File: config.mk
export PLATFORM = sky130hd
export DESIGN_NAME = cache_ram_sched
export DESIGN_NICKNAME = d
export VERILOG_FILES = /design/src/rtl/cache_ram_pkg.sv /design/src/rtl/cache_ram_arb.sv /design/src/rtl/cache_ram_sched.sv
export SDC_FILE = /design/constraint.sdc
export NUM_CORES = 1
export LEC_CHECK = 0
export BUFFER_PORTS_ARGS = -buffer_cell sky130_fd_sc_hd__buf_2
export CAP_MARGIN = 30
export CORE_AREA = 4 4 411 413
export CTS_CLUSTER_SIZE = 16
export DETAILED_ROUTE_END_ITERATION = 10
export DIE_AREA = 0 0 415 417
export SLEW_MARGIN = 30
export SYNTH_ARGS = -nofsm -noshare
export SYNTH_HDL_FRONTEND = slang
export SYNTH_HIERARCHICAL = 1
export SYNTH_SLANG_ARGS = --single-unit
File: constraint.sdc
create_clock -name clk -period 4.1 [get_ports clk]
set_input_delay 0.41 -clock clk [delete_from_list [all_inputs] [get_ports clk]]
set_output_delay 0.41 -clock clk [all_outputs]
set_load 0.02 [all_outputs]
File: src/rtl/cache_ram_pkg.sv
// rtl/cache_ram_pkg.sv - shared parameters and state type for the cache RAM scheduler
package cache_ram_pkg;

  localparam int IDX_W      = 7;    // set-index width (128 sets)
  localparam int DATA_W     = 128;  // line width per way
  localparam int STARVE_MAX = 4;    // max consecutive fill grants while a lookup waits

  typedef enum logic {
    INIT = 1'b0,
    RUN  = 1'b1
  } state_t;

endpackage

File: src/rtl/cache_ram_arb.sv
// rtl/cache_ram_arb.sv - fill-over-lookup arbiter with lookup starvation guard
//
// Ports:
//   clk, rst        : clock, synchronous active-high reset
//   i_en            : grants allowed this cycle (RUN with sweep done, not in reset)
//   i_lk_req        : lookup request
//   i_fl_req        : fill request
//   o_lk_gnt        : lookup grant (combinational)
//   o_fl_gnt        : fill grant (combinational)
module cache_ram_arb
  import cache_ram_pkg::*;
#(
  parameter int STARVE_MAX = cache_ram_pkg::STARVE_MAX
) (
  input  logic clk,
  input  logic rst,
  input  logic i_en,
  input  logic i_lk_req,
  input  logic i_fl_req,
  output logic o_lk_gnt,
  output logic o_fl_gnt
);

  localparam int SW = $clog2(STARVE_MAX + 1);

  logic [SW-1:0] r_starve_cnt;
  logic          w_starved;
  logic          w_lk_wins;

  assign w_starved = (r_starve_cnt == SW'(STARVE_MAX));

  // Fill normally wins; a lookup that has watched STARVE_MAX fills go by takes the slot.
  assign w_lk_wins = i_lk_req && (!i_fl_req || w_starved);
  assign o_lk_gnt  = i_en && w_lk_wins;
  assign o_fl_gnt  = i_en && i_fl_req && !w_lk_wins;

  always_ff @(posedge clk) begin
    if (rst) begin
      r_starve_cnt <= '0;
    end else if (!i_lk_req || o_lk_gnt) begin
      r_starve_cnt <= '0;
    end else if (o_fl_gnt && !w_starved) begin
      r_starve_cnt <= r_starve_cnt + {{(SW-1){1'b0}}, 1'b1};
    end
  end

endmodule

File: src/rtl/cache_ram_sched.sv
// rtl/cache_ram_sched.sv - schedules lookups and refills onto a 2-way single-port tag/data RAM
//
// Ports:
//   clk, rst                       : clock, synchronous active-high reset
//   lk_req, lk_idx, lk_gnt         : lookup request / set index / grant
//   lk_rvalid, lk_rdata0/1         : lookup read data valid (grant + 2) and way0/way1 data
//   fl_req, fl_idx, fl_way,
//   fl_data, fl_bmask, fl_gnt      : refill write request (bmask 1 = write bit) / grant
//   ram_cen, ram_wen, ram_bwen     : RAM active-low chip, write and bit-write enables
//   ram_a, ram_d, ram_dsel         : RAM address, write data, write way select
//   ram_q0, ram_q1                 : RAM read data, valid one cycle after a read
//   init_done                      : clear sweep finished
module cache_ram_sched
  import cache_ram_pkg::*;
#(
  parameter int IDX_W      = cache_ram_pkg::IDX_W,
  parameter int DATA_W     = cache_ram_pkg::DATA_W,
  parameter int STARVE_MAX = cache_ram_pkg::STARVE_MAX
) (
  input  logic              clk,
  input  logic              rst,
  input  logic              lk_req,
  input  logic [IDX_W-1:0]  lk_idx,
  output logic              lk_gnt,
  output logic              lk_rvalid,
  output logic [DATA_W-1:0] lk_rdata0,
  output logic [DATA_W-1:0] lk_rdata1,
  input  logic              fl_req,
  input  logic [IDX_W-1:0]  fl_idx,
  input  logic              fl_way,
  input  logic [DATA_W-1:0] fl_data,
  input  logic [DATA_W-1:0] fl_bmask,
  output logic              fl_gnt,
  output logic              ram_cen,
  output logic              ram_wen,
  output logic [DATA_W-1:0] ram_bwen,
  output logic [IDX_W-1:0]  ram_a,
  output logic [DATA_W-1:0] ram_d,
  output logic              ram_dsel,
  input  logic [DATA_W-1:0] ram_q0,
  input  logic [DATA_W-1:0] ram_q1,
  output logic              init_done
);

  state_t            r_state;
  logic [IDX_W:0]    r_cnt;
  logic              r_init_done;
  logic              r_rd_p1;
  logic              r_lk_rvalid;
  logic              r_ram_cen;
  logic              r_ram_wen;
  logic [DATA_W-1:0] r_ram_bwen;
  logic [IDX_W-1:0]  r_ram_a;
  logic [DATA_W-1:0] r_ram_d;
  logic              r_ram_dsel;

  logic              w_en;
  logic              w_lk_gnt;
  logic              w_fl_gnt;

  // The cycle after the last sweep write is already RUN but init_done is not yet
  // visible, so grants wait for init_done itself.
  assign w_en = (r_state == RUN) && r_init_done && !rst;

  cache_ram_arb #(
    .STARVE_MAX (STARVE_MAX)
  ) u_arb (
    .clk      (clk),
    .rst      (rst),
    .i_en     (w_en),
    .i_lk_req (lk_req),
    .i_fl_req (fl_req),
    .o_lk_gnt (w_lk_gnt),
    .o_fl_gnt (w_fl_gnt)
  );

  always_ff @(posedge clk) begin
    if (rst) begin
      r_state     <= INIT;
      r_cnt       <= '0;
      r_init_done <= 1'b0;
      r_rd_p1     <= 1'b0;
      r_lk_rvalid <= 1'b0;
      r_ram_cen   <= 1'b1;
      r_ram_wen   <= 1'b1;
      r_ram_bwen  <= '1;
      r_ram_a     <= '0;
      r_ram_d     <= '0;
      r_ram_dsel  <= 1'b0;
    end else begin
      // Read pipeline: grant (N) -> RAM pins (N+1) -> RAM q valid (N+2).
      r_rd_p1     <= w_lk_gnt;
      r_lk_rvalid <= r_rd_p1;
      case (r_state)
        INIT: begin
          // Counter MSB walks the way select so both ways are cleared.
          r_ram_cen  <= 1'b0;
          r_ram_wen  <= 1'b0;
          r_ram_bwen <= '0;
          r_ram_a    <= r_cnt[IDX_W-1:0];
          r_ram_dsel <= r_cnt[IDX_W];
          r_ram_d    <= '0;
          r_cnt      <= r_cnt + {{IDX_W{1'b0}}, 1'b1};
          if (&r_cnt) begin
            r_state <= RUN;
          end
        end
        RUN: begin
          r_init_done <= 1'b1;
          if (w_fl_gnt) begin
            r_ram_cen  <= 1'b0;
            r_ram_wen  <= 1'b0;
            r_ram_bwen <= ~fl_bmask;
            r_ram_a    <= fl_idx;
            r_ram_dsel <= fl_way;
            r_ram_d    <= fl_data;
          end else if (w_lk_gnt) begin
            r_ram_cen  <= 1'b0;
            r_ram_wen  <= 1'b1;
            r_ram_bwen <= '1;
            r_ram_a    <= lk_idx;
            r_ram_dsel <= 1'b0;
          end else begin
            r_ram_cen  <= 1'b1;
            r_ram_wen  <= 1'b1;
            r_ram_bwen <= '1;
          end
        end
        default: begin
          r_state <= INIT;
        end
      endcase
    end
  end

  assign lk_gnt    = w_lk_gnt;
  assign fl_gnt    = w_fl_gnt;
  assign lk_rvalid = r_lk_rvalid;
  assign lk_rdata0 = ram_q0;
  assign lk_rdata1 = ram_q1;
  assign init_done = r_init_done;
  assign ram_cen   = r_ram_cen;
  assign ram_wen   = r_ram_wen;
  assign ram_bwen  = r_ram_bwen;
  assign ram_a     = r_ram_a;
  assign ram_d     = r_ram_d;
  assign ram_dsel  = r_ram_dsel;

endmodule

==> implementation parameters, run 1 <==
Parameter                              Value

Run
  Number of maximum-capacitance constraint violations ... 0

STA
  Min Tclk post-route ... 2.72 ns
  Tightest Pin Transition ... 0.868 ns
  Summed negative setup slack over all endpoints ... 0 ns
  Unrepaired setup endpoints after global routing ... no
  Max Fclk ... 368 MHz
  Max-slew headroom ... 42.1%
  Final Setup Violations ... 0
  Hold Fails Final Rpt ... 0
  Period utilisation layout ... 66.4%
  Number of slew-limit violations in the final report ... 0
  Max Clock Skew ... 0.0263 ns

Final layout
  Footprint of the multi-input gates ... 3030 µm²
  Count of placed standard cells in the final layout, fillers left out ... 3767
  FILL cells ... 18963
  Design area ... 17400 µm²
  Layout overhead on the synthesized area ... 59.8%
  Total number of nets in the final design ... 2081
  Utilization of the core after routing ... 10.6%
  Share of final-layout standard cells stronger than drive strength 1 ... 40.1%
  Reg area ... 5630 µm²

Floorplan
  Core Footprint ... 165000 µm²
  Die height ... 417 µm
  Cell Rows ... 149
  Initial core utilization ... 6.62%
  Width of the die ... 415 µm
  Area of the die ... 173000 µm²
  I/O pins ... 1057

GRT
  Wire length of the first global-routing pass ... 94500 µm
  Largest net degree at the start of global routing ... 131
  Initial antenna violation count ... 44
  GRT Resource Usage Total ... 8.21%
  Total congestion overflow after global routing ... 0
  Vias in the first global route ... 9595

Setup path
  Critical Path AT ... 2.31 ns
  Worst R2R Setup Slack ... 1.51 ns
  Cells on worst reg2reg path ... 8
  Worst path buffer plus inverter count ... 3
  Endpoint of the most critical register-to-register path ... ram_d[8]$_SDFFE_PP0N_
  Setup Crit Path Kind ... register to output pin
  List of cells traversed by the critical path ... inv_1 -> ha_1 -> and2_4 -> a21oi_4 -> buf_12 -> buf_2
  Worst path slowest cell ... buf_12
  Largest delay contributor family on the critical path ... buffers and inverters
  Maximum fanout encountered on the critical timing path ... 70
  Slowest cell delay on critical path ... 0.40 ns
  CP Capture Type ... output pin
  Source of the worst register-to-register timing path ... u_arb/r_starve_cnt[0]$_SDFFE_PP0P_
  Required time at the endpoint of the critical path ... 3.69 ns
  Startpoint Class ... register

Placement
  Cells after DPL ... 3507
  Number of input and output port buffers inserted ... 544
  Final RePlAce weighted congestion ... 0.882
  Cell area after placement ... 14300 µm²
  Placed wire-length estimate after detailed placement ... 62200 µm

Min path
  Tightest Hold Check Type ... input pin to register
  Hold Path Origin ... fl_data[67]
  Number of instances on the worst hold path ... 3
  Worst hold path endpoint ... ram_d[67]$_SDFFE_PP0N_

CTS
  Clock tree sinks ... 281
  Number of buffers inserted to repair setup after CTS ... 0
  H-tree depth ... 2
  # resized after CTS ... 0
  TritonCTS clock tree ... built
  Worst-Skew Late Latency ... 0.60 ns
  Root Driver ... clkbuf_16
  CTS Buf Count ... 37
  Maximum clock path buffer count ... 3
  Clock transition at the registers of the reported paths ... 0.06 ns

Drt
  Detailed-route wire length ... 75200 µm
  DRC errors left ... 0
  Via-per-instance ratio ... 2.53
  Vias after detailed routing ... 9515
  Antenna Violating Nets Remaining ... 0
  First-pass DRT Iterations ... 5
  Post-detailed-route wirelength per cell ... 20.0 µm
  Number of DRC markers in iteration 0 ... 595

Synth
  Netlist area before placement ... 10900 µm²
  Number of warnings reported in the yosys synthesis log ... 6
  Synthesized Nets ... 1616
  Number of enable flip-flop cells after synthesis ... 0
  Top FF cell, synth ... dfxtp_1
  Async set-reset flop share out of synthesis ... 0%
  Synthesized instance count ... 1082
  Post-synthesis sequential area ratio ... 51.6%
  Netlist cell types ... 44
  Number of synthesized register bits ... 281
  Avg Cell Area, Syn ... 10.1 µm²

Power
  Final total power ... 6780 µW
  Peak supply drop ... 280 µV
  Pwr Density ... 389 nW/µm²
  Standby leakage power ... 0.00662 µW

Run status
  Result of the run ... completed
registers in the layout (all words and copies together), names as in the netlist:
signal              count
lk_rvalid               1
r_cnt                   8
ram_bwen              128
ram_d                 128
ram_cen                 1
r_state                 1
init_done               1
u_arb/r_starve_cnt      3
ram_wen                 1
ram_dsel                1
ram_a                   7
r_rd_p1                 1
area by class of cell:
cell class / count / share of cell area [%]
diodes: 5 / 0.0718
clock buffers: 44 / 5.64
clock inverters: 21 / 1.54
inverters: 10 / 0.230
multi-input cells: 472 / 17.4
flip-flops and latches: 281 / 32.3
well taps: 2189 / 15.7
repair buffers: 745 / 27.2
worst max-delay path by stage:
stage / from / end / slack [ns] / depth (start not counted)
after floorplan: rst / ram_a[2]$_SDFFE_PP0N_ / 1.37 / 11
after global placement: rst / ram_d[26]$_SDFFE_PP0N_ / 1.12 / 10
after detailed placement: rst / ram_d[8]$_SDFFE_PP0N_ / 1.04 / 10
after CTS: u_arb/r_starve_cnt[0]$_SDFFE_PP0P_ / fl_gnt / 1.23 / 6
after global routing: r_state$_SDFF_PP0_ / fl_gnt / 1.15 / 6
final: u_arb/r_starve_cnt[0]$_SDFFE_PP0P_ / fl_gnt / 1.38 / 6
kinds of logic after synthesis:
kind of cell / after synthesis / synth area share [%]
xor gates and xnor gates: 4 / 0.321
adders and majority gates: 3 / 0.344
AOI/OAI and AO/OA: 168 / 8.46
muxes: 129 / 11.8
buffers and inverters: 329 / 20.9
and+or+nand+nor: 168 / 6.59
DFF: 281 / 51.6
through the flow:
stage	setup slack (ns)	hold slack [ns]
after floorplan	1.37	0.414
after global placement	1.12	0.419
after detailed placement	1.04	0.422
after CTS	1.23	0.000204
after global routing	1.15	0.0249
final	1.38	0.0660
routing by layer:
| metal | vias to the layer above | global-route usage, % | wire (µm) |
|---|---|---|---|
| met4 | 6 | 3.61 | 3800 |
| li1 | 4254 | - | - |
| met1 | 4318 | 7.24 | 22400 |
| met3 | 228 | 7.76 | 15100 |
| met2 | 709 | 12.6 | 33400 |
| met5 | - | 1.86 | 460 |
worst min-delay path: cells and delay by family:
kind / cells / cell delay, ns
buffers and inverters: 1 / 0.08
AND/OR/NAND/NOR: 1 / 0.08
multiplexers: 1 / 0.06
report_power, final:
group | switching [µW] | total, µW | internal [µW] | leakage, µW
Clock | 1460 | 3390 | 1940 | 0.000601
Combinational | 269 | 548 | 279 | 0.00371
Sequential | 27.9 | 2830 | 2810 | 0.00231
synth_stat cells, drive strengths merged, types with 4 or more instances:
master | n | area share, %
buf | 297 | 20
clkbuf | 22 | 0.85
o21ai | 135 | 6.2
a21oi | 14 | 0.68
dfxtp | 281 | 52
inv | 10 | 0.34
o2bb2ai | 4 | 0.32
nor2 | 140 | 4.8
o221ai | 5 | 0.46
nor2b | 5 | 0.29
nand2 | 4 | 0.14
mux2i | 129 | 12
timing repair:
item | CTS | global route
endpoints found under the setup margin | 0 | 0
hold buffers | 190 | 0
hold endpoints to repair | 190 | 0
placed cells by master (no fill, tap or decap), types with 3 or more instances in the layout:
cell / instances
clkbuf_16: 37
clkbuf_8: 3
inv_1: 7
buf_4: 9
a21oi_1: 12
nor2b_1: 5
nor2_1: 140
ha_1: 3
clkinv_2: 6
buf_2: 544
o221ai_1: 4
bufinv_16: 3
dlygate4sd3_1: 190
xor2_1: 3
mux2i_1: 129
o21ai_0: 135
nand2_1: 3
diode_2: 5
clkinvlp_4: 4
clkbuf_1: 4
o2bb2ai_1: 4
or3_1: 3
dfxtp_1: 281
Note: power is estimated with default switching activity, not from simulation.
==> inputs of run 2 (changes only) <==
- ABC_AREA: unset -> 1
- CORE_AREA: 4 4 411 413 -> 4 4 408 410
- DIE_AREA: 0 0 415 417 -> 0 0 412 414
- clock period: 4.1 -> 2.2 ns (I/O delays scaled with it)
==> run 2 against run 1 <==
Against the previous run: final cell count is 8.0% higher; combinational power is 130% higher; flip-flop and latch count stayed put; critical path type is now register to register; critical endpoint is now ram_d[64]$_SDFFE_PP0N_; largest cell class is now buffers; highest routed layer unchanged.
==> implementation parameters, run 2 <==
Parameter                              Value

Power
  Pwr Density ... 720 nW/µm²
  Peak supply drop ... 797 µV
  Power share of the sequential group ... 39.4%
  Reported net switching power ... 3580 µW
  Clock network fraction of total power ... 51.2%
  Sw Ratio ... 26.8%
  Standby leakage power ... 0.00744 µW
  Internal power consumption ... 9800 µW
  Share of power burned in combinational logic ... 9.3%

STA
  Max Fclk ... 482 MHz
  Minimum hold slack ... 0.0942 ns
  Summed negative setup slack over all endpoints ... 0 ns
  Period utilisation layout ... 94.3%
  Tightest Pin Transition ... 0.769 ns
  Final Setup Violations ... 0
  Hold Fails Final Rpt ... 0
  Max-slew headroom ... 48.7%
  Max Clock Skew ... 0.0233 ns
  Number of slew-limit violations in the final report ... 0
  Min Tclk post-route ... 2.07 ns
  Unrepaired setup endpoints after global routing ... no

Drt
  Antenna Violating Nets Remaining ... 0
  Detailed-route wire length ... 89600 µm
  Vias after detailed routing ... 11177
  First-pass DRT Iterations ... 7
  Post-detailed-route wirelength per cell ... 22.0 µm
  Via-per-instance ratio ... 2.75
  Number of DRC markers in iteration 0 ... 788
  DRC errors left ... 0

Placement
  Number of input and output port buffers inserted ... 544
  Cells after DPL ... 3690
  Cell area after placement ... 14300 µm²
  Placed wire-length estimate after detailed placement ... 72800 µm
  Final RePlAce weighted congestion ... 0.819

Synth
  Top FF cell, synth ... dfxtp_1
  Leading post-synthesis cells by instance count ... 303 x nand2_1, 281 x dfxtp_1, 262 x buf_4
  Avg Cell Area, Syn ... 8.50 µm²
  Synthesized Nets ... 1811
  Number of synthesized register bits ... 281
  Cell with the most instances after synthesis ... nand2_1
  Post-synthesis sequential area ratio ... 51.8%
  Number of enable flip-flop cells after synthesis ... 0
  Synth top area cells ... dfxtp_1 52%, buf_4 18%, nand2_1 10%, o21ai_0 6.4%, a21oi_1 6.2%
  Synthesized instance count ... 1277
  Cell type with the highest aggregate area in the netlist ... dfxtp_1
  Area share of the largest cell type after synthesis ... 51.8%
  Netlist area before placement ... 10900 µm²
  Netlist cell types ... 24
  Async set-reset flop share out of synthesis ... 0%
  Number of warnings reported in the yosys synthesis log ... 6

GRT
  GRT Resource Usage Total ... 9.90%
  Total congestion overflow after global routing ... 0
  Vias in the first global route ... 10966
  Wire length of the first global-routing pass ... 111000 µm
  Largest net degree at the start of global routing ... 124
  Initial antenna violation count ... 52

Floorplan
  Area of the die ... 171000 µm²
  Initial core utilization ... 6.69%
  Die height ... 414 µm
  Core Footprint ... 162000 µm²
  I/O pins ... 1057
  Cell Rows ... 148
  Width of the die ... 412 µm

Final layout
  Share of final-layout standard cells stronger than drive strength 1 ... 35.4%
  Utilization of the core after routing ... 11.4%
  Total number of nets in the final design ... 2369
  Layout overhead on the synthesized area ... 71.1%
  Count of placed standard cells in the final layout, fillers left out ... 4067
  Most frequent standard cell in the layout excluding fill and tap cells ... buf_2
  Design area ... 18600 µm²
  FILL cells ... 18638
  Most frequent cells in the layout ... 542 x buf_2, 302 x nand2_1, 281 x dfxtp_1

Setup path
  List of cells traversed by the critical path ... inv_1 -> ha_1 -> nand2_2 -> nand2_2 -> a21oi_4 -> buf_4 -> nand2_4 -> clkinv_4 -> buf_12 -> buf_12 -> nand2_1 -> a21oi_1
  Largest delay contributor family on the critical path ... buffers and inverters
  Setup Crit Path Kind ... register to register
  Worst R2R Setup Slack ... 0.13 ns
  Maximum fanout encountered on the critical timing path ... 21
  Slowest cell delay on critical path ... 0.34 ns
  Critical Path AT ... 2.59 ns
  CP Capture Type ... register
  Worst path buffer plus inverter count ... 5
  Required time at the endpoint of the critical path ... 2.72 ns
  Worst path slowest cell ... dfxtp_1
  Startpoint Class ... register

CTS
  Maximum clock path buffer count ... 3
  Worst-Skew Late Latency ... 0.61 ns
  Clock transition at the registers of the reported paths ... 0.06 ns
  CTS Buf Count ... 40
  TritonCTS clock tree ... built
  Clock tree sinks ... 281
  Root Driver ... clkbuf_16
  H-tree depth ... 2

Run status
  Result of the run ... completed

Run
  Number of maximum-capacitance constraint violations ... 0

Min path
  Tightest Hold Check Type ... input pin to register
## run 2: changes by cell type after synthesis, sizes merged, moves of 4 or more
| cell | previous run | this run |
|---|---|---|
| nand2 | 4 | 308 |
| mux2i | 129 | 0 |
| a21oi | 14 | 135 |
| nor2 | 140 | 32 |
| inv | 10 | 25 |
| buf | 297 | 307 |
| nand3 | 1 | 10 |
| o21ai | 135 | 143 |
| nor2b | 5 | 0 |
| o221ai | 5 | 0 |
| o2bb2ai | 4 | 0 |
## run 2: cell type report
cell class,count,area (µm²),share of cell area [%]
flip-flops and latches,281,5630,30.3
repair buffers,847,5830,31.4
repair inverters,1,8.76,0.0471
clock buffers,51,1090,5.88
well taps,2175,2720,14.6
clock inverters,23,273,1.47
inverters,26,118,0.633
multi-input cells,638,2850,15.3
diodes,25,62.6,0.337
## run 2: power by group through the flow
stage | Clock [µW] | Combinational [µW] | Sequential, µW
floorplan | 0 | 804 | 5550
global placement | 0 | 807 | 5380
detailed placement | 0 | 813 | 5390
CTS | 7210 | 1260 | 5270
global route | 7350 | 1340 | 5290
finish | 6850 | 1250 | 5280
## run 2: cells by family (layout without fill, tap and decap cells)
kind of cell	Yosys count	count (layout)	synth area share, %
buffers and inverters	358	948	22.2
AO/OA/AOI/OAI	278	278	12.8
other	0	25	0
adder cells (fa/ha/maj)	3	3	0.346
flip-flops	281	281	51.8
AND/OR/NAND/NOR	357	357	12.8
## run 2: routing by layer
metal | share of wire, % | global-route usage (%) | routed length [µm] | up-vias
met5 | 0.29 | 0.0565 | 264 | -
met4 | 2.1 | 2.53 | 1870 | 40
met3 | 18 | 8.04 | 16400 | 108
met2 | 45 | 15.7 | 40000 | 970
met1 | 35 | 9.99 | 31100 | 5074
li1 | - | - | - | 4985
## run 2: path summary, 6_finish.rpt
kind                                      startpoint                            endpoint  cells past startpoint
hold reg to reg                   r_rd_p1$_SDFF_PP0_                lk_rvalid$_SDFF_PP0_                      2
setup reg to reg  u_arb/r_starve_cnt[0]$_SDFFE_PP0P_              ram_d[64]$_SDFFE_PP0N_                     12
hold / removal                                fl_req  u_arb/r_starve_cnt[2]$_SDFFE_PP0P_                      5
setup / recovery  u_arb/r_starve_cnt[0]$_SDFFE_PP0P_              ram_d[64]$_SDFFE_PP0N_                     12
## run 2: stage by stage
stage	worst slack, ns	total power (µW)
after global placement	-0.0607	6190
after detailed placement	-0.0644	6200
final	0.125	13400
after floorplan	0.0310	6350
after global routing	0.000633	14000
after CTS	0.0357	13700
## run 2: what timing repair did
item | in CTS | in global routing
gates cloned | 0 | 2
resized for setup | 8 | 10
setup endpoints to repair | 58 | 60
pin swaps | 1 | 1
endpoints found under the hold margin | 266 | 0
hold buffers | 270 | 0
setup buffers | 1 | 5
## run 2: tightest hold or removal path: cells and delay by family
| kind | cells | cell delay [ns] |
|---|---|---|
| buffers and inverters | 1 | 0.11 |
| AND/OR/NAND/NOR | 4 | 0.34 |
